--- src/rtl/synaptic_integrator.sv ---
// rtl/synaptic_integrator.sv - four-input synaptic current integrator with leak and saturation
// Optional spike counter output enabled by SYNAPTIC_INTEGRATOR_SPIKE_COUNT_EN.
module synaptic_integrator #(
  parameter int DECAY_SHIFT = 2,
  parameter int GAIN_SHIFT  = 2
) (
  input  logic        clk,
  input  logic        rst,
  input  logic [3:0]  pre_spike,
  input  logic [15:0] weight,
  input  logic        tick,
  output logic [7:0]  current_out,
  output logic        current_valid,
  output logic        busy,
`ifdef SYNAPTIC_INTEGRATOR_SPIKE_COUNT_EN
  output logic [15:0] spike_count,
`endif
  output logic        overrun
);

  typedef enum logic [1:0] {IDLE, ACC, UPDATE} state_t;

  state_t      state;
  state_t      state_next;
  logic [3:0]  snap_spike;
  logic [15:0] snap_weight;
  logic [5:0]  partial;
  logic [1:0]  idx;
  logic [3:0]  nibble;
  logic [15:0] leaked;
  logic [15:0] summed;
  logic [7:0]  current_next;

  assign busy   = (state != IDLE);
  assign nibble = snap_weight[{idx, 2'b00} +: 4];

  // Leak term is a right shift of the current itself, so the subtraction cannot underflow.
  assign leaked       = {8'd0, current_out} - ({8'd0, current_out} >> DECAY_SHIFT);
  assign summed       = leaked + ({10'd0, partial} << GAIN_SHIFT);
  assign current_next = (summed > 16'd255) ? 8'hFF : summed[7:0];

  always_ff @(posedge clk or posedge rst) begin
    if (rst) state <= IDLE;
    else     state <= state_next;
  end

  always_comb begin
    state_next = state;
    case (state)
      IDLE:    if (tick) state_next = ACC;
      ACC:     if (idx == 2'd0) state_next = UPDATE;
      UPDATE:  state_next = IDLE;
      default: state_next = IDLE;
    endcase
  end

  always_ff @(posedge clk or posedge rst) begin
    if (rst) begin
      snap_spike    <= 4'd0;
      snap_weight   <= 16'd0;
      partial       <= 6'd0;
      idx           <= 2'd3;
      current_out   <= 8'd0;
      current_valid <= 1'b0;
      overrun       <= 1'b0;
    end else begin
      current_valid <= 1'b0;
      case (state)
        IDLE: begin
          if (tick) begin
            snap_spike  <= pre_spike;
            snap_weight <= weight;
            partial     <= 6'd0;
            idx         <= 2'd3;
          end
        end
        ACC: begin
          if (snap_spike[idx]) partial <= partial + {2'b00, nibble};
          idx <= idx - 2'd1;
        end
        UPDATE: begin
          current_out   <= current_next;
          current_valid <= 1'b1;
        end
        default: ;
      endcase
      // A tick is only honoured in IDLE; anything else is dropped and flagged.
      if (tick && state != IDLE) overrun <= 1'b1;
    end
  end

`ifdef SYNAPTIC_INTEGRATOR_SPIKE_COUNT_EN
  always_ff @(posedge clk or posedge rst) begin
    if (rst) begin
      spike_count <= 16'd0;
    end else if (state == ACC && snap_spike[idx] && spike_count != 16'hFFFF) begin
      spike_count <= spike_count + 16'd1;
    end
  end
`endif

endmodule

--- config.mk ---
export PLATFORM = sky130hd
export DESIGN_NAME = synaptic_integrator
export DESIGN_NICKNAME = d
export VERILOG_FILES = /design/src/rtl/synaptic_integrator.sv
export SDC_FILE = /design/constraint.sdc
export NUM_CORES = 1
export LEC_CHECK = 0
export BUFFER_PORTS_ARGS = -buffer_cell sky130_fd_sc_hd__buf_2
export CAP_MARGIN = 30
export CORE_ASPECT_RATIO = 1.75
export CORE_UTILIZATION = 53
export CTS_BUF_LIST = sky130_fd_sc_hd__clkbuf_4
export DETAILED_ROUTE_END_ITERATION = 8
export PLACE_DENSITY_LB_ADDON = 0.08
export SLEW_MARGIN = 40
export SYNTH_ARGS = -nofsm -noshare
export SYNTH_HDL_FRONTEND = slang
export SYNTH_SLANG_ARGS = --single-unit
export TNS_END_PERCENT = 50
--- constraint.sdc ---
create_clock -name clk -period 3.1 [get_ports clk]
set_clock_uncertainty 0.1 [all_clocks]
set_input_delay 0 -clock clk [delete_from_list [all_inputs] [get_ports clk]]
set_output_delay 0 -clock clk [all_outputs]
set_load 0.01 [all_outputs]
==> results.sh, run 1 <==
export IMPL_avgSynthCellArea_um2=11.33
export IMPL_outcome="complete, but fails checks"
export IMPL_drv_cap=0
export IMPL_drive_gt1_share_pct=39.73
export IMPL_clockBufferDepth=2
export IMPL_n_antenna_cell=0
export IMPL_synthDominantCellAreaShare_pct=40.34
export IMPL_rsz0062_at_grt="true"
export IMPL_setup_viol=8
export IMPL_hold_violations=0
export IMPL_fin_nets=340
export IMPL_drv_slew=0
export IMPL_place_port_buffers=33
export IMPL_synthesis_nets=252
export IMPL_grt_pass1_vias=2035
export IMPL_max_freq_ghz=0.3118
export IMPL_ys_flop_type="dfrtp_1"
export IMPL_first_pass_iters=4
export IMPL_vias=1851
export IMPL_period_needed_ps=3207
export IMPL_synth_edff_count=0
export IMPL_fin_hold_ws_ps=82.31
export IMPL_crit_type="flop to flop"
export IMPL_startpoint_type="flop"
export IMPL_ys_top_cells_by_area="dfrtp_1 40%, mux2_2 10%, ha_1 9.6%"
export IMPL_worst_slew_pin_slew_ps=628.1
export IMPL_die_area_um2=4729
export IMPL_post_synth_top_area_cell="dfrtp_1"
export IMPL_drt_iter0_markers=28
export IMPL_cts_root_buffer="clkbuf_4"
export IMPL_totalWireLength_mm=5.194
export IMPL_grt_start_max_net_pins=27
export IMPL_die_h_um=90.23
export IMPL_drcViolationCount=0
export IMPL_ys_seq_area_share_pct=42.57
export IMPL_clk_latency_ps=350
export IMPL_area_growth_pct=33.44
export IMPL_fin_ws_ps=-107.0
export IMPL_row_count=31
export IMPL_synth_seq_cells=40
export IMPL_worst_ep_arrival_time_ps=3310
export IMPL_ys_top_cells_by_count="38 x dfrtp_1, 22 x nor2_1, 21 x mux2_2"
export IMPL_grt_pass1_wl_mm=8.673
export IMPL_core_um2=4189
export IMPL_hp_class="primary input to async pin"
export IMPL_antenna_left=0
export IMPL_yosysWarnings=0
export IMPL_clock_sinks=40
export IMPL_io_pins=34
export IMPL_violations="setup timing"
export IMPL_end_kind="flop"
export IMPL_syn_inst=208
export IMPL_place_congestion=0.7278
export IMPL_grt_overflow_total=0
export IMPL_clk_pin_slew_ps=120
export IMPL_cts_tree="built"
export IMPL_synth_async_reset_ratio_pct=100.0
export IMPL_viasPerCell=5.350
export IMPL_gr_usage_all_layers_pct=24.85
export IMPL_htree_levels=2
export IMPL_start_util_pct=56.27
export IMPL_path_max_fanout=8
export IMPL_fillers=294
export IMPL_yosys_cell_count_top_type="dfrtp_1"
export IMPL_final_core_util_pct=75.09
export IMPL_finalCritPeriodShare_pct=103.5
export IMPL_max_slew_margin_rel_pct=57.94
export IMPL_antenna_found_initial=0
export IMPL_synth_distinct_cells=41
export IMPL_required_ps=3200
export IMPL_reg2reg_depth=14
export IMPL_die_w_um=52.42
export IMPL_cts_buffers=5
export IMPL_synth_area_um2=2357
export IMPL_dp_hpwl_mm=3.748
export IMPL_wl_per_cell_um=15.01
## registers in the layout, indices dropped and copies added (netlist names)
name	cells
snap_weight	16
current_out	8
partial	6
snap_spike	4
idx	2
state	2
current_valid	1
overrun	1
## cells in the final DEF, fill, tap and decap left out, types with 5 or more instances in the layout
| cell | count |
|---|---|
| buf_4 | 30 |
| ha_1 | 16 |
| dlygate4sd3_1 | 22 |
| a21o_1 | 5 |
| nor2b_1 | 6 |
| a31oi_1 | 8 |
| o21ai_0 | 5 |
| nor2_1 | 21 |
| dfrtp_1 | 38 |
| xnor2_1 | 7 |
| buf_2 | 33 |
| inv_1 | 15 |
| mux4_2 | 5 |
| clkbuf_4 | 5 |
| mux2_2 | 21 |
| a21oi_1 | 6 |
## cells by family (layout without fill, tap and decap cells)
logic type	count (synthesis)	after routing	share of synthesized area, %
simple gates	49	49	10.46
xor+xnor	12	12	4.459
fa+ha+maj	21	21	12.10
compound gates	35	35	9.501
mux	28	28	16.19
flops	40	40	42.57
buf+inv	23	112	4.723
## final timing paths
kind,from,to,slack [ps]
worst min register to register,overrun,overrun,370
max in group asynchronous,rst,idx[1],2130
min in group clk,pre_spike[3],snap_spike[3],310
worst min-delay path,rst,current_out[0],80
worst max-delay path,current_out[1],current_out[6],-110
worst max register to register,current_out[1],current_out[6],-110
## worst max-delay path, stage by stage (launching register included)
cell	delay, ps
dfrtp_1	400
buf_6	110
inv_1	50
fa_2	420
buf_4	150
xnor2_1	170
ha_1	190
inv_1	60
fa_1	390
nor2b_1	130
o21ai_1	70
nand2b_1	120
a31o_2	210
mux2i_4	350
a31oi_1	140
## per-layer routing
metal / vias up / global-route usage, % / wire length (um)
li1: 902 / - / -
met1: 904 / 24.74 / 1894
met2: 34 / 47.78 / 3065
met3: 11 / 4.061 / 124
met4: 0 / 8.553 / 110
met5: - / 0 / 0
## repair_timing
| action | in CTS | in global routing |
|---|---|---|
| endpoints found under the setup margin | 8 | 8 |
| hold buffers | 22 | 0 |
| hold endpoints to repair | 43 | 0 |
| setup buffers | 11 | 2 |
| resized for setup | 6 | 10 |
| cloned | 0 | 0 |
| pin swaps | 9 | 8 |
## per-stage QoR
step	TNS [ps]	setup slack (ps)	instance area, um2	instances
6_report	-697.7	-107.0	3146	346
5_1_grt	-2222	-304.8	3146	346
3_3_place_gp	-1000	-133.7	2684	303
2_1_floorplan	0	11.35	2362	208
4_1_cts	-1232	-169.4	3088	344
3_5_place_dp	-1822	-240.8	2686	303
## final cells by class
class / count / area, um2 / share of cell area, %
timing repair buffer: 87 / 633.1 / 20.13
inverter: 17 / 63.81 / 2.029
clock inverter: 3 / 37.54 / 1.193
tap: 49 / 61.31 / 1.949
clock buffer: 5 / 37.54 / 1.193
sequential: 40 / 1003 / 31.90
multi-input combinational: 145 / 1309 / 41.61
Power of run 1 is not shown: default switching activity piles up to over one toggle a cycle in this logic, so the estimate is an artifact.
==> inputs of run 2 (changes only) <==
--- a/config.mk
+++ b/config.mk
@@ -12,6 +12,7 @@
 export CTS_BUF_LIST = sky130_fd_sc_hd__clkbuf_4
 export DETAILED_ROUTE_END_ITERATION = 8
 export PLACE_DENSITY_LB_ADDON = 0.08
+export SETUP_SLACK_MARGIN = 0.15
 export SLEW_MARGIN = 40
 export SYNTH_ARGS = -nofsm -noshare
 export SYNTH_HDL_FRONTEND = slang
==> run 2 against run 1 <==
Net effect:
- the run still ends with setup timing left
- critical endpoint is now current_out[7]
- setup slack worse by 97 ps
- routed wire length decreased by 7.2%
- maximum frequency shrank 2.9%
- global-route usage fell by 1.8 points
==> results.sh, run 2 (synthesis results as in run 1) <==
export IMPL_finalSetupTns_ps=-1482
export IMPL_wl_met1_mm=1.696
export IMPL_max_freq_ghz=0.3027
export IMPL_setup_viol=8
export IMPL_path_cells="ha_2, fa_2, nor2b_2, o2111ai_1, nand3_1, nor2_1, xnor2_1, ha_1, nand2_1, or3b_1, a211o_1, mux2i_4, a31oi_1"
export IMPL_crit_start="current_out[2]"
export IMPL_slowest_stage="dfrtp_1"
export IMPL_rsz0062_at_grt="true"
export IMPL_pre_cts_ws_ps=-229.3
export IMPL_totalWireLength_mm=4.818
export IMPL_fillers=324
export IMPL_hold_violations=0
export IMPL_die_h_um=90.23
export IMPL_die_w_um=52.42
export IMPL_row_count=31
export IMPL_crit_type="flop to flop"
export IMPL_gr_usage_all_layers_pct=23.00
export IMPL_required_ps=3210
export IMPL_clock_sinks=40
export IMPL_final_common_cell="dfrtp_1"
export IMPL_die_area_um2=4729
export IMPL_grt_pass1_vias=1861
export IMPL_first_pass_iters=4
export IMPL_violations="setup timing"
export IMPL_start_util_pct=56.27
export IMPL_clockBufferDepth=2
export IMPL_cts_root_buffer="clkbuf_4"
export IMPL_crit_family="adder cells"
export IMPL_antenna_found_initial=0
export IMPL_worst_slew_pin_slew_ps=620.3
export IMPL_top_regs="snap_weight: 16 flops, current_out: 8 flops, partial: 6 flops"
export IMPL_largest_reg_flops=16
export IMPL_maxUsedRoutingLayer="met4"
export IMPL_r2r_start="current_out[2]"
export IMPL_final_seq_area_um2=1005
export IMPL_n_antenna_cell=0
export IMPL_antenna_left=0
export IMPL_dp_hpwl_mm=3.602
export IMPL_hp_class="primary input to async pin"
export IMPL_cts_buffers=5
export IMPL_path_max_fanout=8
export IMPL_fin_area_um2=3005
export IMPL_outcome="complete, but fails checks"
export IMPL_fin_nets=329
export IMPL_fin_hold_ws_ps=155.4
export IMPL_area_growth_pct=27.49
export IMPL_worst_ep_arrival_time_ps=3410
export IMPL_grt_overflow_total=0
export IMPL_drcViolationCount=0
export IMPL_placed_area_um2=2688
export IMPL_io_pins=34
export IMPL_grt_start_max_net_pins=27
export IMPL_final_cell_mix="37 x dfrtp_1, 33 x buf_2, 22 x nor2_1, 22 x dlygate4sd3_1"
export IMPL_multi_input_area_um2=1252
export IMPL_drive_gt1_share_pct=35.31
export IMPL_core_um2=4189
export IMPL_wl_per_cell_um=14.38
export IMPL_grt_pass1_wl_mm=7.962
export IMPL_critPathBufInv=0
export IMPL_period_needed_ps=3304
export IMPL_end_kind="flop"
export IMPL_vias=1820
export IMPL_htree_levels=2
export IMPL_fin_ws_ps=-203.6
export IMPL_startpoint_type="flop"
export IMPL_regMostFlops="snap_weight"
export IMPL_wl_met3_um=104
export IMPL_finalCritPeriodShare_pct=106.6
export IMPL_slowest_delay_ps=440
export IMPL_cts_tree="built"
export IMPL_viasPerCell=5.433
export IMPL_drv_slew=0
export IMPL_drt_iter0_markers=15
export IMPL_max_slew_margin_rel_pct=58.60
export IMPL_routed_wl_met2_mm=2.945
export IMPL_place_port_buffers=33
export IMPL_clk_latency_ps=350
export IMPL_clk_pin_slew_ps=120
export IMPL_place_congestion=0.7210
export IMPL_drv_cap=0
[run 2: changes by cell type in the layout (fill, tap and decap cells not counted), moves of 2 or more]
cell / change
buf_4: -9
inv_1: +2
buf_6: -2
clkinv_1: -2
inv_2: -2
ha_4: -2
[run 2: layout make-up]
cell class | instances | area share (%)
Multi-Input combinational cell | 145 | 41.67
Inverter | 17 | 2.123
Clock buffer | 5 | 1.249
Tap cell | 49 | 2.040
Timing Repair Buffer | 76 | 18.07
Clock inverter | 3 | 1.415
Sequential cell | 40 | 33.43
[run 2: worst paths after layout]
kind | end | slack (ps) | cells after the start
max | current_out[7] | -200 | 13
min | current_valid | 160 | 3
max reg2reg | current_out[7] | -200 | 13
min reg2reg | overrun | 370 | 1
max in group asynchronous | idx[0] | 1950 | 4
min in group clk | snap_weight[11] | 320 | 3
[run 2: worst register-to-register path: cells and delay by family, from the launching register on]
family | cells | cell delay [ps]
xor gates and xnor gates | 1 | 150
AOI/OAI and AO/OA | 3 | 560
adders and majority gates | 3 | 870
and+or+nand+nor | 5 | 770
muxes | 1 | 270
DFF | 1 | 440
[run 2: per-stage QoR]
stage,util [%],instances
5_1_grt,71.74,335
3_5_place_dp,64.16,303
3_3_place_gp,64.10,303
4_1_cts,71.57,334
2_1_floorplan,-,208
6_report,71.74,335
[run 2: timing repair]
item | 4_1_cts | 5_1_grt
setup endpoints to repair | 8 | 8
hold endpoints to repair | 39 | 0
resized for setup | 3 | 0
setup buffers | 1 | 1
hold buffers | 22 | 0
pin swaps | 6 | 6
[run 2: metal layers]
| layer | track usage (%) | up-vias |
|---|---|---|
| met4 | 7.895 | 0 |
| met2 | 45.46 | 31 |
| met5 | 0 | - |
| met1 | 21.97 | 906 |
| li1 | - | 879 |
| met3 | 3.215 | 4 |
Power of run 2 is left out for the same reason.
==> inputs of run 3 (changes only) <==
--- a/config.mk
+++ b/config.mk
@@ -8,7 +8,7 @@
 export BUFFER_PORTS_ARGS = -buffer_cell sky130_fd_sc_hd__buf_2
 export CAP_MARGIN = 30
 export CORE_ASPECT_RATIO = 1.75
-export CORE_UTILIZATION = 53
+export CORE_UTILIZATION = 64
 export CTS_BUF_LIST = sky130_fd_sc_hd__clkbuf_4
 export DETAILED_ROUTE_END_ITERATION = 8
 export PLACE_DENSITY_LB_ADDON = 0.08
==> constraint.sdc (replaced) <==
create_clock -name clk -period 3.83 [get_ports clk]
set_clock_uncertainty 0.1 [all_clocks]
set_input_delay 0 -clock clk [delete_from_list [all_inputs] [get_ports clk]]
set_output_delay 0 -clock clk [all_outputs]
set_load 0.01 [all_outputs]
==> run 3 against run 2 <==
Net effect:
- the flow now finishes without violations
- count of clock-buffer cells in the layout rose by 2
- die area fell by 17%
- first-iteration DRC count grew to 3.7 times the previous value
- maximum frequency decreased by 5.4%
- core utilization is 11 points higher
- non-clock buffer count shrank 19
- critical endpoint is now current_out[6]
- critical path type unchanged
- global-route usage increased by 8.3 points
- design area shrank 5.7%
- cell count is 6.9% lower
- sequential share of layout area is 2.0 points higher
- routed wire length up 7.9%
- register-to-register slack gained 540 ps
==> results.sh, run 3 (synthesis results as in run 1) <==
export IMPL_outcome="complete, no violations"
export IMPL_reg2reg_slack_ps=340
export IMPL_finalSetupTns_ps=0
export IMPL_reg2reg_depth=14
export IMPL_dp_hpwl_mm=3.366
export IMPL_vias=1761
export IMPL_path_max_fanout=8
export IMPL_place_port_buffers=33
export IMPL_drive_gt1_share_pct=29.21
export IMPL_final_common_cell="dfrtp_1"
export IMPL_row_count=28
export IMPL_max_slew_margin_rel_pct=56.87
export IMPL_drv_cap=0
export IMPL_fin_hold_ws_ps=177.6
export IMPL_clk_pin_slew_ps=120
export IMPL_hp_class="primary input to async pin"
export IMPL_wl_per_cell_um=16.66
export IMPL_regMostFlops="snap_weight"
export IMPL_crit_top_cell="ha_1"
export IMPL_max_freq_ghz=0.2865
export IMPL_totalWireLength_mm=5.199
export IMPL_cts_root_buffer="clkbuf_4"
export IMPL_grt_overflow_total=0
export IMPL_grt_start_max_net_pins=41
export IMPL_final_seq_area_um2=1003
export IMPL_largest_reg_flops=16
export IMPL_place_congestion=0.7872
export IMPL_viasPerCell=5.644
export IMPL_post_cts_buffers=0
export IMPL_path_cells="inv_1, ha_1, fa_1, nor2b_2, o2111ai_1, nand3_1, nor2_1, xnor2_1, ha_1, nand2_1, or3b_1, a211o_1, mux2i_4, a31oi_1"
export IMPL_rr_endpoint="current_out[6]"
export IMPL_period_needed_ps=3491
export IMPL_finalCritPeriodShare_pct=91.14
export IMPL_start_util_pct=68.66
export IMPL_fillers=210
export IMPL_clk_latency_ps=350
export IMPL_worst_slew_pin_slew_ps=645.4
export IMPL_startpoint_type="flop"
export IMPL_n_antenna_cell=0
export IMPL_drcViolationCount=0
export IMPL_antenna_found_initial=0
export IMPL_clockBufferDepth=2
export IMPL_top_regs="snap_weight: 16 flops, current_out: 8 flops, partial: 6 flops"
export IMPL_worst_ep_arrival_time_ps=3600
export IMPL_die_area_um2=3939
export IMPL_end_kind="flop"
export IMPL_slowest_stage="fa_1"
export IMPL_crit_type="flop to flop"
export IMPL_cts_buffers=5
export IMPL_first_pass_iters=4
export IMPL_final_cell_mix="38 x dfrtp_1, 33 x buf_2, 22 x nor2_1, 22 x dlygate4sd3_1, 21 x mux2_2"
export IMPL_drv_slew=0
export IMPL_rsz0062_at_grt="false"
export IMPL_clock_sinks=40
export IMPL_critPathBufInv=1
export IMPL_setup_viol=0
export IMPL_grt_pass1_vias=1925
export IMPL_io_pins=34
export IMPL_area_growth_pct=20.17
export IMPL_antenna_left=0
export IMPL_hold_violations=0
export IMPL_gr_usage_all_layers_pct=31.35
export IMPL_grt_pass1_wl_mm=8.411
export IMPL_crit_family="adder cells"
export IMPL_cts_tree="built"
export IMPL_slowest_delay_ps=420
export IMPL_fin_nets=310
export IMPL_core_um2=3433
export IMPL_die_h_um=82.29
export IMPL_multi_input_area_um2=1252
export IMPL_r2r_start="current_out[0]"
export IMPL_die_w_um=47.88
export IMPL_drt_iter0_markers=55
export IMPL_required_ps=3940
export IMPL_htree_levels=2
## run 3: worst max path at each step
stage	start	endpoint	slack, ps	depth (start not counted)
finish	current_out[0]	current_out[6]	340	14
global route	current_out[0]	current_out[5]	160	14
CTS	current_out[0]	current_out[1]	310	14
detailed placement	current_out[0]	current_out[1]	340	14
global placement	current_out[2]	current_out[6]	430	13
floorplan	current_out[0]	current_out[4]	680	14
## run 3: timing repair
action | 4_1_cts | 5_1_grt
endpoints found under the hold margin | 61 | 0
setup endpoints to repair | 0 | 7
resized for setup | 0 | 1
hold buffers | 22 | 0
## run 3: layout make-up
cell class,instances,share of cell area (%)
multi-input cells,145,44.21
flip-flops and latches,40,35.42
repair buffers,57,14.13
inverters,17,2.253
well taps,45,1.988
clock buffers,7,1.855
clock inverters,1,0.1325
## run 3: stage by stage
step / util, % / cells / area [um2] / worst slack (ps)
floorplan: - / 208 / 2357 / 677.5
global placement: 74.16 / 282 / 2546 / 432.4
detailed placement: 74.38 / 282 / 2554 / 340.9
CTS: 82.43 / 312 / 2830 / 313.3
global route: 82.51 / 312 / 2833 / 158.9
finish: 82.51 / 312 / 2833 / 339.2
## run 3: layer usage
layer / up-vias / routed length (um) / GRT usage, % / share of wire (%)
li1: 842 / - / - / -
met4: 0 / 212 / 17.50 / 4.1
met3: 21 / 125 / 5.870 / 2.4
met2: 46 / 2994 / 56.22 / 58
met5: - / 0 / 0 / 0
met1: 852 / 1866 / 31.61 / 36
## run 3: tightest hold or removal path, cell delays in order
cell,delay (ps)
dlygate4sd3_1,520
buf_2,110
inv_1,40
buf_4,410
Power of run 3 is left out for the same reason.
